$ cat src/rtl/stopwatch_control.sv
// ---------------------------------------------------------------------------
// stopwatch_control
//   Moore control unit for the stopwatch datapath. Synchronizes and
//   edge-detects the three user buttons, remembers presses that cannot be
//   serviced on the cycle they arrive, and sequences run / lap / clear.
//
// Ports
//   clk      in   system clock, rising edge
//   resetn   in   asynchronous active-low reset
//   ss_btn   in   raw start/stop button (asynchronous)
//   lap_btn  in   raw lap button (asynchronous)
//   clr_btn  in   raw clear button (asynchronous)
//   tenth    in   datapath tenth-counter terminal count (level, clk domain)
//   cw       out  control word to the datapath
//                 [5] display mux, [4] lap load, [3] counter sync reset,
//                 [2] counter enable, [1:0] tenth counter op
//   state    out  current state encoding (debug / LEDs)
//   running  out  high while the stopwatch is counting
// ---------------------------------------------------------------------------
module stopwatch_control #(
  parameter int CW_WIDTH       = 6,    // only 6 is supported
  parameter bit BTN_ACTIVE_LOW = 1'b0
) (
  input  logic                clk,
  input  logic                resetn,
  input  logic                ss_btn,
  input  logic                lap_btn,
  input  logic                clr_btn,
  input  logic                tenth,
  output logic [CW_WIDTH-1:0] cw,
  output logic [2:0]          state,
  output logic                running
);

  // Bit positions of the buttons inside the 3-bit button vectors.
  localparam int B_SS  = 0;
  localparam int B_LAP = 1;
  localparam int B_CLR = 2;

  typedef enum logic [2:0] {
    S_RESET   = 3'd0,
    S_STOP    = 3'd1,
    S_RUN     = 3'd2,
    S_INC     = 3'd3,
    S_R2LR    = 3'd4,
    S_LAPRUN  = 3'd5,
    S_LAPINC  = 3'd6,
    S_LAPSTOP = 3'd7
  } state_t;

  state_t     r_state;
  state_t     w_state_nxt;
  logic [2:0] w_btn;
  logic [2:0] r_s1;
  logic [2:0] r_s2;
  logic [2:0] r_s3;
  logic [2:0] w_pulse;
  logic [2:0] r_pend;
  logic [2:0] w_req;
  logic [2:0] w_keep;
  logic [5:0] w_cw;

  assign w_btn = {clr_btn, lap_btn, ss_btn} ^ {3{BTN_ACTIVE_LOW}};

  // Two-flop synchronizer followed by a previous-value flop for edge detect.
  always_ff @(posedge clk or negedge resetn) begin
    if (!resetn) begin
      r_s1 <= '0;
      r_s2 <= '0;
      r_s3 <= '0;
    end else begin
      r_s1 <= w_btn;
      r_s2 <= r_s1;
      r_s3 <= r_s2;
    end
  end

  assign w_pulse = r_s2 & ~r_s3;
  // A request is either a fresh press or one still waiting for service.
  assign w_req   = w_pulse | r_pend;

  always_ff @(posedge clk or negedge resetn) begin
    if (!resetn) begin
      r_state <= S_RESET;
      r_pend  <= '0;
    end else begin
      r_state <= w_state_nxt;
      r_pend  <= w_req & w_keep;
    end
  end

  // Next state. w_keep marks which requests survive this cycle: a bit is
  // cleared when the request is consumed or when this state discards it.
  always_comb begin
    w_state_nxt = r_state;
    w_keep      = 3'b111;
    unique case (r_state)
      S_RESET: begin
        w_state_nxt = S_STOP;
        w_keep      = 3'b000;
      end
      S_STOP: begin
        w_keep[B_LAP] = 1'b0;
        if (w_req[B_CLR]) begin
          w_state_nxt   = S_RESET;
          w_keep[B_CLR] = 1'b0;
        end else if (w_req[B_SS]) begin
          w_state_nxt  = S_RUN;
          w_keep[B_SS] = 1'b0;
        end
      end
      S_RUN: begin
        w_keep[B_CLR] = 1'b0;
        // A tick always wins so no tenth is lost; buttons wait a cycle.
        if (tenth) begin
          w_state_nxt = S_INC;
        end else if (w_req[B_SS]) begin
          w_state_nxt  = S_STOP;
          w_keep[B_SS] = 1'b0;
        end else if (w_req[B_LAP]) begin
          w_state_nxt   = S_R2LR;
          w_keep[B_LAP] = 1'b0;
        end
      end
      S_INC:    w_state_nxt = S_RUN;
      S_R2LR:   w_state_nxt = S_LAPRUN;
      S_LAPRUN: begin
        w_keep[B_CLR] = 1'b0;
        if (tenth) begin
          w_state_nxt = S_LAPINC;
        end else if (w_req[B_SS]) begin
          w_state_nxt  = S_LAPSTOP;
          w_keep[B_SS] = 1'b0;
        end else if (w_req[B_LAP]) begin
          w_state_nxt   = S_RUN;
          w_keep[B_LAP] = 1'b0;
        end
      end
      S_LAPINC: w_state_nxt = S_LAPRUN;
      S_LAPSTOP: begin
        if (w_req[B_CLR]) begin
          w_state_nxt   = S_RESET;
          w_keep[B_CLR] = 1'b0;
        end else if (w_req[B_SS]) begin
          w_state_nxt  = S_LAPRUN;
          w_keep[B_SS] = 1'b0;
        end else if (w_req[B_LAP]) begin
          w_state_nxt   = S_STOP;
          w_keep[B_LAP] = 1'b0;
        end
      end
      default: w_state_nxt = S_RESET;
    endcase
  end

  // Moore decode of the control word straight from the state register.
  always_comb begin
    w_cw = 6'b000000;
    unique case (r_state)
      S_RESET:   w_cw = 6'b001011;
      S_STOP:    w_cw = 6'b000000;
      S_RUN:     w_cw = 6'b000010;
      S_INC:     w_cw = 6'b000111;
      S_R2LR:    w_cw = 6'b110000;
      S_LAPRUN:  w_cw = 6'b100010;
      S_LAPINC:  w_cw = 6'b100111;
      S_LAPSTOP: w_cw = 6'b100000;
      default:   w_cw = 6'b001011;
    endcase
  end

  assign cw      = CW_WIDTH'(w_cw);
  assign state   = r_state;
  assign running = (r_state == S_RUN)    || (r_state == S_INC)    ||
                   (r_state == S_R2LR)   || (r_state == S_LAPRUN) ||
                   (r_state == S_LAPINC);

endmodule
$ cat config.mk
export PLATFORM = sky130hd
export DESIGN_NAME = stopwatch_control
export DESIGN_NICKNAME = d
export VERILOG_FILES = /design/src/rtl/stopwatch_control.sv
export SDC_FILE = /design/constraint.sdc
export NUM_CORES = 1
export LEC_CHECK = 0
export ABC_AREA = 1
export CAP_MARGIN = 10
export CORE_MARGIN = 8
export CORE_UTILIZATION = 25
export CTS_CLUSTER_SIZE = 14
export DETAILED_ROUTE_END_ITERATION = 8
export PLACE_DENSITY_LB_ADDON = 0.1
export SLEW_MARGIN = 20
export SYNTH_ARGS = -nofsm -noshare
export SYNTH_HDL_FRONTEND = slang
export SYNTH_SLANG_ARGS = --single-unit
$ cat constraint.sdc
create_clock -name clk -period 3.2 [get_ports clk]
set_input_delay 0.64 -clock clk [delete_from_list [all_inputs] [get_ports clk]]
set_output_delay 0.64 -clock clk [all_outputs]
set_load 0.03 [all_outputs]
==> metrics, run 1 <==
Worst EP required ~2.6 ns; chip width 75.7 um; first-pass GRT wire length 3170 um; gr ovfl total 0; arrival time worst endpoint between 2 and 2.5 ns; CTS root buf clkbuf_4; Top Family by Delay on Critical Path buffers and inverters; Antenna diodes 0; internal power roughly 540 uW; die area about 5700 um2; Mapped Area around 900 um2; Tot GR Track Use 0.0727; Die Ht 75.7 um; antenna violations before repair 0; CP Buf/Inv Count 2; fin. max-slew vios 0; HPWL Detailed about 1500 um; Core Rows 21; final hold violations 0; Cell Area, Placed 1080 um2; combinational power share 0.641; PnR worst setup slack roughly 0.55 ns; maximum vdd drop 0.338 mV; synthesized flop and latch total 15; DRT antenna net count 0; Buffers on Ports 15; Tcrit/Tclk final 0.827; clk_lat worst skew about 0.28 ns; Clock Skew roughly 0.0032 ns; Setup CP Type reg2out; Synth Instances 113; fin area between 1000 and 1500 um2; Post-route DRC 0; most common cell after layout, fill and taps aside nand2_1; critical path startpoint category register; setup TNS 0 ns; Post-Syn Nets between 100 and 150; Rel. slew slack 0.540; Fill cells roughly 370; largest stage delay on the critical path 0.70 ns; syn_area_per_cell ~8 um2; Critical Path Slowest Stage Cell clkdlybuf4s50_1; vias in the first global route between 700 and 800; Final Core Density 0.326; Max H-tree Level 1; clk buf depth 2; total CTS buffers 3; Final Non-Filler Cells 176; endpoints failing setup 0; vias roughly 700; cts hold-fix bufs 0; Placer Congestion ~0.79; I/O pins 16; WL/cell approximately 11 um; total of warnings raised by yosys 0; leakage ~0.56 nW; RSZ-0062 raised after global routing false; number of detailed-route iterations in the first pass 4; Final Critical Period between 2 and 3 ns; Reg clk slew, reported paths around 0.10 ns; status finished, final reports clean; worst hold margin 0.354 ns; Area Growth Syn to Fin 24.3%; pwr dens 976 nW/um2; Synth cell types 21; Max Cap Violations 0; Total Wirelength between 1500 and 2000 um; most frequent cells in the layout nand2_1 (34), inv_1 (15), clkdlybuf4s50_1 (15), dfrtp_1 (15), nand3_1 (7); critical path fanouts, max 5; CP endpoint kind primary output; switching power approximately 540 uW; actual slew at the worst max-slew pin around 0.69 ns; # nets final ~140; Clock power frac 0.103; register area share after synthesis 0.422; hold crit path type reg2reg; fmax roughly 380 MHz; Sw Ratio 0.498; Initial DRC Count 24; Pwr Total about 1.1 mW; CP Cell Sequence inv_1 > ha_1 > nand2_1 > o21ai_0 > clkdlybuf4s50_1; Placed Cells incl. Taps approximately 170; post-cts repair resize count 0; share of power burned in registers 0.256; CTS Sinks 15; layout cells sized above 1 0.162; pre-CTS WS between 0.8 and 0.9 ns; DR vias/cell 4.05; Initial Utilization 0.262; setup repair bufs after CTS 0; core box area 3390 um2; TritonCTS clock tree built; largest net degree at the start of global routing 17
state kept, by name (all words and copies together), names as in the netlist:
register,count
r_pend,3
r_s1,3
r_s2,3
r_s3,3
state,3
logic make-up (layout without fill, tap and decap cells):
family,after synthesis,after routing,share of synthesized area
flip-flops,15,15,0.422
buffers and inverters,22,39,0.105
adder cells (fa/ha/maj),4,4,0.0563
AO/OA/AOI/OAI,13,13,0.0985
AND/OR/NAND/NOR,59,59,0.318
final cells by class:
class,count,area (um2),area share
Multi-Input combinational cell,76,420,0.380
Timing Repair Buffer,15,150,0.136
Clock buffer,3,22.5,0.0204
Inverter,20,75.1,0.0679
Tap cell,46,57.6,0.0520
Sequential cell,15,375,0.339
Clock inverter,1,5.00,0.00452
cells in the mapped netlist:
library cell	number	area [um2]
ha_1	4	50.1
nand3_2	2	20.0
inv_2	5	18.8
o21bai_2	1	11.3
buf_6	1	11.3
nand2_4	3	33.8
nand2_1	34	128
inv_1	15	56.3
nor2_2	4	25.0
a21oi_1	3	15.0
a21oi_4	1	16.3
nand3_1	7	35.0
a21boi_1	1	7.51
buf_4	1	7.51
nor2_1	6	22.5
nor4_1	1	6.26
dfrtp_1	15	375
o211ai_1	1	7.51
nand4_1	1	6.26
nand2_2	1	6.26
o21ai_0	6	30.0
path summary, 6_finish.rpt:
path / startpoint / to / slack, ns / cells after the start
worst max-delay path: state[0] / cw[2] / 0.55 / 5
worst min-delay path: r_s1[1] / r_s2[1] / 0.35 / 0
worst max register to register: state[0] / state[1] / 1.69 / 9
worst min register to register: r_s1[1] / r_s2[1] / 0.35 / 0
max in group asynchronous: resetn / r_pend[2] / 2.00 / 1
min in group asynchronous: resetn / r_s3[0] / 0.76 / 1
power groups by stage:
stage | logic (mW) | clock network, mW | registers, mW
detailed placement | 0.699 | 0 | 0.280
CTS | 0.702 | 0.118 | 0.277
global route | 0.764 | 0.122 | 0.283
finish | 0.692 | 0.111 | 0.277
global placement | 0.711 | 0 | 0.279
floorplan | 0.462 | 0 | 0.298
metal layers:
metal  track usage  up-vias  share of wire
met5             0        -              0
met4             0        0              0
met3        0.0395        0          0.063
met2         0.125       10           0.49
met1        0.0824      320           0.45
li1              -      383              -
No activity file was read; power rests on OpenSTA's default activity.
==> run 2, diff against run 1 <==
- clock period: 3.2 -> 2.35 ns (I/O delays scaled with it)
==> run 2 against run 1 <==
  * Sequential power rose by 36%
  * First-iteration DRC count up 71%
  * Global-route usage grew 0.19 points
  * Combinational power increased by 28%
  * Clock power up 36%
  * Clock skew increased by 0.0025 ns
  * Sequential share of layout area rose by 0.23 points
  * Critical path depth unchanged
  * Largest cell class unchanged
==> metrics, run 2 (synthesized netlist as in run 1, its figures left out) <==
status finished, final reports clean; Final Core Density 0.324; Post-route DRC 0; Reg clk slew, reported paths ~0.10 ns; CTS root buf clkbuf_4; arrival time worst endpoint approximately 1.7 ns; Core Rows 21; Area Growth Syn to Fin 23.5%; fmax around 460 MHz; Fill cells ~350; CP endpoint kind primary output; Worst Reg-to-Reg Cells 9; critical path fanouts, max 5; Initial DRC Count just over 40; worst r2r src state[0]; first-pass GRT wire length approximately 3200 um; Setup CP Type reg2out; maximum vdd drop between 0.4 and 0.5 mV; layout cells sized above 1 0.162; critical path startpoint category register; Rel. slew slack 0.552; CP Launch Point state[0]; Initial Utilization 0.262; die area roughly 5700 um2; most frequent cells in the layout nand2_1 (34), inv_1 (15), dfrtp_1 (15); endpoints failing setup 0; WL/cell approximately 11 um; Max H-tree Level 1; fin area 1100 um2; HPWL Detailed between 1500 and 2000 um; I/O pins 16; largest stage delay on the critical path between 0.4 and 0.5 ns; most common cell after layout, fill and taps aside nand2_1; clk buf depth 2; gr ovfl total 0; DR vias/cell roughly 4.3; leakage about 0.58 nW; actual slew at the worst max-slew pin between 0.6 and 0.7 ns; Buffers on Ports 15; # nets final between 100 and 150; clk_lat worst skew around 0.29 ns; pwr dens about 1300 nW/um2; DRT antenna net count 0; largest net degree at the start of global routing 17; final hold violations 0; total CTS buffers 3; Top Family by Delay on Critical Path buffers and inverters; setup TNS 0 ns; RSZ-0062 raised after global routing false; Clock Skew ~0.0057 ns; PnR worst setup slack roughly 0.15 ns; hold crit path type reg2reg; CTS Sinks 15; Critical Path Slowest Stage Cell dfrtp_1; CP Cell Sequence inv_1 > ha_1 > nand2_1 > o21ai_0 > dlygate4sd2_1; core box area approximately 3400 um2; Placer Congestion roughly 0.8; antenna violations before repair 0; CP Buf/Inv Count 2; pre-CTS WS about 0.18 ns; Reg-to-Reg End state[1]; vias in the first global route 755; Total Wirelength about 1900 um; CP endpoint cw[2]; worst hold margin ~0.35 ns; R2R setup slack 0.85 ns; Die Ht approximately 76 um; number of detailed-route iterations in the first pass 4; Antenna diodes 0; setup repair bufs after CTS 0; Tcrit/Tclk final 0.934; Final Critical Period approximately 2.2 ns; Worst EP required between 1.5 and 2 ns; Cell Area, Placed around 1100 um2; critical path depth 5; Tot GR Track Use 0.0746; TritonCTS clock tree built; Max Cap Violations 0; fin. max-slew vios 0; chip width between 70 and 80 um; vias roughly 750
## run 2: cell count changes in the layout (fill, tap and decap cells not counted), sizes merged
| cell | previous run | this run |
|---|---|---|
| clkdlybuf4s50 | 15 | 9 |
| dlygate4sd2 | 0 | 6 |
## run 2: where the power goes
group	internal (mW)	leakage (nW)	switching [mW]	total, mW
sequential	0.313	0.180	0.0635	0.376
clock	0.0633	0.0177	0.0881	0.151
combinational	0.314	0.380	0.575	0.889
total	0.691	0.577	0.727	1.42
## run 2: how the worst min path moves through the flow
stage / slack, ns / to / from / cells after the start
2_1_floorplan: 0.17 / r_pend[0] / resetn / 0
3_3_place_gp: 0.34 / r_s2[0] / r_s1[0] / 0
3_5_place_dp: 0.33 / r_s2[1] / r_s1[1] / 0
4_1_cts: 0.36 / r_s2[1] / r_s1[1] / 0
5_1_grt: 0.36 / r_s2[0] / r_s1[0] / 0
6_report: 0.35 / r_s2[1] / r_s1[1] / 0
## run 2: what timing repair did
item | 4_1_cts | 5_1_grt
setup endpoints to repair | 6 | 0
resized for setup | 6 | 0
hold buffers | 0 | 0
## run 2: layout make-up
| class | instances | area (um2) | share of cell area |
|---|---|---|---|
| Sequential cell | 15 | 375 | 0.342 |
| Inverter | 20 | 75.1 | 0.0683 |
| Timing Repair Buffer | 15 | 143 | 0.130 |
| Multi-Input combinational cell | 76 | 420 | 0.383 |
| Clock inverter | 1 | 5.00 | 0.00456 |
| Clock buffer | 3 | 22.5 | 0.0205 |
| Tap cell | 46 | 57.6 | 0.0524 |
## run 2: stage by stage
stage	cells	power, mW
finish	176	1.42
global route	176	1.54
CTS	176	1.44
detailed placement	172	1.33
global placement	172	1.35
floorplan	113	1.04
## run 2: per-layer routing
layer  wire, um  share of wire  vias up  track usage
met3         88          0.047        2       0.0329
met5          0              0        -            0
met4          8         0.0042        0       0.0192
met1        865           0.46      353       0.0838
met2        929           0.49       15        0.126
li1           -              -      381            -
==> RTL change 1: new RTL, config.mk and constraints of run 1 <==
Register the input `ss_btn` before use, without a reset. The logic sees it one clock later. The other inputs are not delayed to match.
--- a/src/rtl/stopwatch_control.sv
+++ b/src/rtl/stopwatch_control.sv
@@ -48,6 +48,12 @@
     S_LAPSTOP = 3'd7
   } state_t;
 
+  logic ss_btn_q;
+
+  always_ff @(posedge clk) begin
+    ss_btn_q <= ss_btn;
+  end
+
   state_t     r_state;
   state_t     w_state_nxt;
   logic [2:0] w_btn;
@@ -60,7 +66,7 @@
   logic [2:0] w_keep;
   logic [5:0] w_cw;
 
-  assign w_btn = {clr_btn, lap_btn, ss_btn} ^ {3{BTN_ACTIVE_LOW}};
+  assign w_btn = {clr_btn, lap_btn, ss_btn_q} ^ {3{BTN_ACTIVE_LOW}};
 
   // Two-flop synchronizer followed by a previous-value flop for edge detect.
   always_ff @(posedge clk or negedge resetn) begin
Check against the original RTL: not equivalent (a bounded check fails within 4 cycles, from zero or initial values and one cycle with resetn low).
==> RTL change 1 against run 1 <==
  * Wire length is 1.7% higher
  * Largest cell class unchanged
  * Synthesized area is 2.3% higher
  * Highest routed layer is now met4
  * Cell area rose by 2.8%
  * Sequential cell count rose by 1
  * Setup slack worse by 15 ps
  * Total power grew 3.5%
  * Worst hold slack lost 21 ps
  * Fmax is 0.57% lower
  * Clock power is 21% higher
==> RTL change 1: results (changes against run 1) <==
Mapped Nets = 124 (was 123)
First-pass GRT wire length = 3.63 mm (was 3.17 mm)
Fillers = 400 (was 366)
Post-Syn Instances = 114 (was 113)
Clock transition at path regs = 90 ps
Worst VDD drop = 267 uV (was 338 uV)
Synth top area cells = dfrtp_1 41%, nand2_1 14%, inv_1 6.2% (was dfrtp_1 42%, nand2_1 14%, inv_1 6.3%)
Seq/Total Area, Yosys = 43.5% (was 42.2%)
CP Capture Point = cw[0] (was cw[2])
Hold path start = ss_btn_q$_DFF_P_ (was r_s1[1]$_DFF_PN0_)
R2r endpoint = r_pend[0]$_DFF_PN0_ (was state[1]$_DFFE_PN0P_)
Worst slew pin tran = 720 ps (was 687 ps)
Number of global-route vias before repair = 821 (was 727)
Sequential power share = 25.9% (was 25.6%)
Share of cells above drive strength 1 = 16.0% (was 16.2%)
Combinational power = 0.694 mW (was 0.692 mW)
Layout Area Growth over Synthesis = 25.0% (was 24.3%)
Area of placed instances = 0.00110 mm^2 (was 0.00108 mm^2)
Netlist cell types = 22 (was 21)
FF-to-FF Start = state[1]$_DFFE_PN0P_ (was state[0]$_DFFE_PN0P_)
Leak Pwr = 0.575 nW (was 0.563 nW)
Reg-to-reg setup timing slack = 1710 ps (was 1690 ps)
Status = finished, final reports clean (unchanged)
Fin Clk Skew = 1.09 ps (was 3.23 ps)
Total global-route track usage = 7.53% (was 7.27%)
Internal power = 0.580 mW (was 0.542 mW)
Hold Path End = r_s1[0]$_DFF_PN0_ (was r_s2[1]$_DFF_PN0_)
Worst reg2reg path depth = 7 (was 9)
IO buf count = 15 (unchanged)
Placed cells = 175 (was 172)
Post-synthesis compound-gate area fraction = 9.63% (was 9.85%)
Drt via density = 4.09 (was 4.05)
Hpwl dp = 1.52 mm (was 1.51 mm)
Share of synthesized flip-flops with an asynchronous set or reset = 93.8% (was 100%)
Initial DRC Count = 28 (was 24)
Post-synthesis mux area share = 0% (unchanged)
Routability Congestion = 0.794 (was 0.795)
Adder-cell share of the synthesized area = 5.50% (was 5.63%)
Synth Flop Type = dfrtp_1 (unchanged)
## RTL change 1: kinds of logic (layout without fill, tap and decap cells)
logic type,after synthesis,count (layout)
AND/OR/NAND/NOR,59,59
buffers and inverters,22,39
flip-flops,16,16
AO/OA/AOI/OAI,13,13
adder cells (fa/ha/maj),4,4
## RTL change 1: area by class of cell
class	count	share of cell area, %
multi-input combinational	76	37.0
sequential	16	34.8
timing repair buffer	15	13.2
inverter	20	6.60
tap	48	5.28
clock buffer	4	3.19
## RTL change 1: through the flow
stage               hold WS (ps)  worst slack (ps)  power, mW
floorplan                    316               871      0.776
global placement             319               852       1.00
detailed placement           324               872      0.993
CTS                          338               530       1.14
global route                 346               365       1.23
finish                       333               539       1.12
## RTL change 1: routing by layer
metal  GRT usage (%)  vias up  share of wire [%]
li1                -      385                  -
met1            8.78      335                 47
met2            12.1       11                 47
met3            2.59        2                4.3
met4            3.46        0                1.8
met5               0        -                  0
==> RTL change 2: new RTL, settings of run 1 <==
Made on the original files. Change the parameter `BTN_ACTIVE_LOW` from 1'b0 to 1'b1.
--- a/src/rtl/stopwatch_control.sv
+++ b/src/rtl/stopwatch_control.sv
@@ -19,7 +19,7 @@
 // ---------------------------------------------------------------------------
 module stopwatch_control #(
   parameter int CW_WIDTH       = 6,    // only 6 is supported
-  parameter bit BTN_ACTIVE_LOW = 1'b0
+  parameter bit BTN_ACTIVE_LOW = 1'b1
 ) (
   input  logic                clk,
   input  logic                resetn,
Formal check against the unedited RTL: not equivalent (Yosys sat finds a counterexample within 4 cycles, from zero or initial values and one cycle with resetn low).
==> RTL change 2 against run 1 <==
  * Wire length rose by 4.4%
  * Total power down 0.82%
  * Setup slack worse by 52 ps
  * Sequential share of layout area down 0.45 points
  * Synthesized area is 1.4% higher
  * Count of clock-buffer cells in the layout stayed put
  * Via count grew 0.70%
  * Sequential cell count unchanged
  * Fmax down 1.9%
  * Cell area is 1.4% higher
  * Sequential power is 2% lower
==> RTL change 2: results (changes against run 1) <==
Drt via density = 4.03 (was 4.05)
Top cells by count, synth = 29 x nand2_1, 20 x inv_1, 15 x dfrtp_1 (was 34 x nand2_1, 15 x dfrtp_1, 15 x inv_1)
Leak Pwr = 0.604 nW (was 0.563 nW)
Critical path peak fanout = 13 (was 5)
Status = finished, final reports clean (unchanged)
Initial DRC Count = 38 (was 24)
CP max-delay cell = dfrtp_1 (was clkdlybuf4s50_1)
Area of placed instances = 0.00109 mm^2 (was 0.00108 mm^2)
Fillers = 380 (was 366)
Worst VDD drop = 301 uV (was 338 uV)
Number of global-route vias before repair = 710 (was 727)
Routability Congestion = 0.803 (was 0.795)
Worst reg2reg path depth = 4 (was 9)
Fin Clk Skew = 6.66 ps (was 3.23 ps)
Worst Setup SP = state[2]$_DFFE_PN0P_ (was state[0]$_DFFE_PN0P_)
Hold path start = r_s1[0]$_DFF_PN0_ (was r_s1[1]$_DFF_PN0_)
Vias = 718 (was 713)
Largest net degree at the start of global routing = 16 (was 17)
Met2 usage = 10.7% (was 12.5%)
Met3 Use GR = 2.71% (was 3.95%)
Total global-route track usage = 6.82% (was 7.27%)
Grt met1 use = 8.64% (was 8.24%)
First-pass GRT wire length = 3.33 mm (was 3.17 mm)
WL final = 1.96 mm (was 1.87 mm)
Share of cells above drive strength 1 = 14.6% (was 16.2%)
Placed cells = 174 (was 172)
CP arrival = 2060 ps (was 2010 ps)
Netlist cell types = 24 (was 21)
-- RTL change 2: cell count changes after synthesis, moves of 2 or more --
cell,delta
inv_2,-4
a21oi_2,+2
a21oi_1,-2
o21ai_1,+2
nor2_1,+7
nand2_1,-5
o21ai_0,-3
inv_1,+5
nor2_2,-3
nand3_1,-2
-- RTL change 2: kinds of logic after synthesis --
| group | after synthesis | share of synthesized area [%] |
|---|---|---|
| simple gates | 60 | 32.9 |
| fa+ha+maj | 4 | 5.55 |
| buf+inv | 23 | 10.8 |
| compound gates | 11 | 9.15 |
| flops | 15 | 41.6 |
-- RTL change 2: per-layer routing --
metal / part of all wire [%] / vias up
met1: 48 / 329
li1: - / 378
met4: 0.41 / 0
met3: 4.4 / 2
met2: 47 / 9
met5: 0 / -
-- RTL change 2: path summary, 6_finish.rpt --
kind	slack (ps)	to
max in group asynchronous	2020	r_pend[1]$_DFF_PN0_
worst min register to register	360	r_s2[0]$_DFF_PN0_
worst max register to register	1590	r_pend[2]$_DFF_PN0_
worst min-delay path	360	r_s2[0]$_DFF_PN0_
min in group asynchronous	760	r_s2[1]$_DFF_PN0_
worst max-delay path	500	running
-- RTL change 2: cell type report --
type	instances	area (um^2)	area share [%]
Clock buffer	3	22.5	2.01
Clock inverter	1	5.00	0.446
Inverter	21	78.8	7.03
Sequential cell	15	375	33.5
Timing Repair Buffer	15	150	13.4
Tap cell	48	60.1	5.36
Multi-Input combinational cell	75	429	38.3
-- RTL change 2: worst register-to-register path, cell delays in order (launching register included) --
cell	delay [ps]
dfrtp_1	700
inv_1	170
nand2_2	150
nand2_4	80
nor4_1	370
-- RTL change 2: power by group --
| group | leakage, nW | switching, mW | internal [mW] |
|---|---|---|---|
| Combinational | 0.406 | 0.432 | 0.260 |
| Sequential | 0.181 | 0.0419 | 0.230 |
| Clock | 0.0177 | 0.0599 | 0.0463 |
-- RTL change 2: metrics by stage --
stage          setup slack [ps]  power [mW]
2_1_floorplan               911       0.753
3_3_place_gp                790       0.987
3_5_place_dp                807       0.974
4_1_cts                     467        1.09
5_1_grt                     349        1.16
6_report                    502        1.07
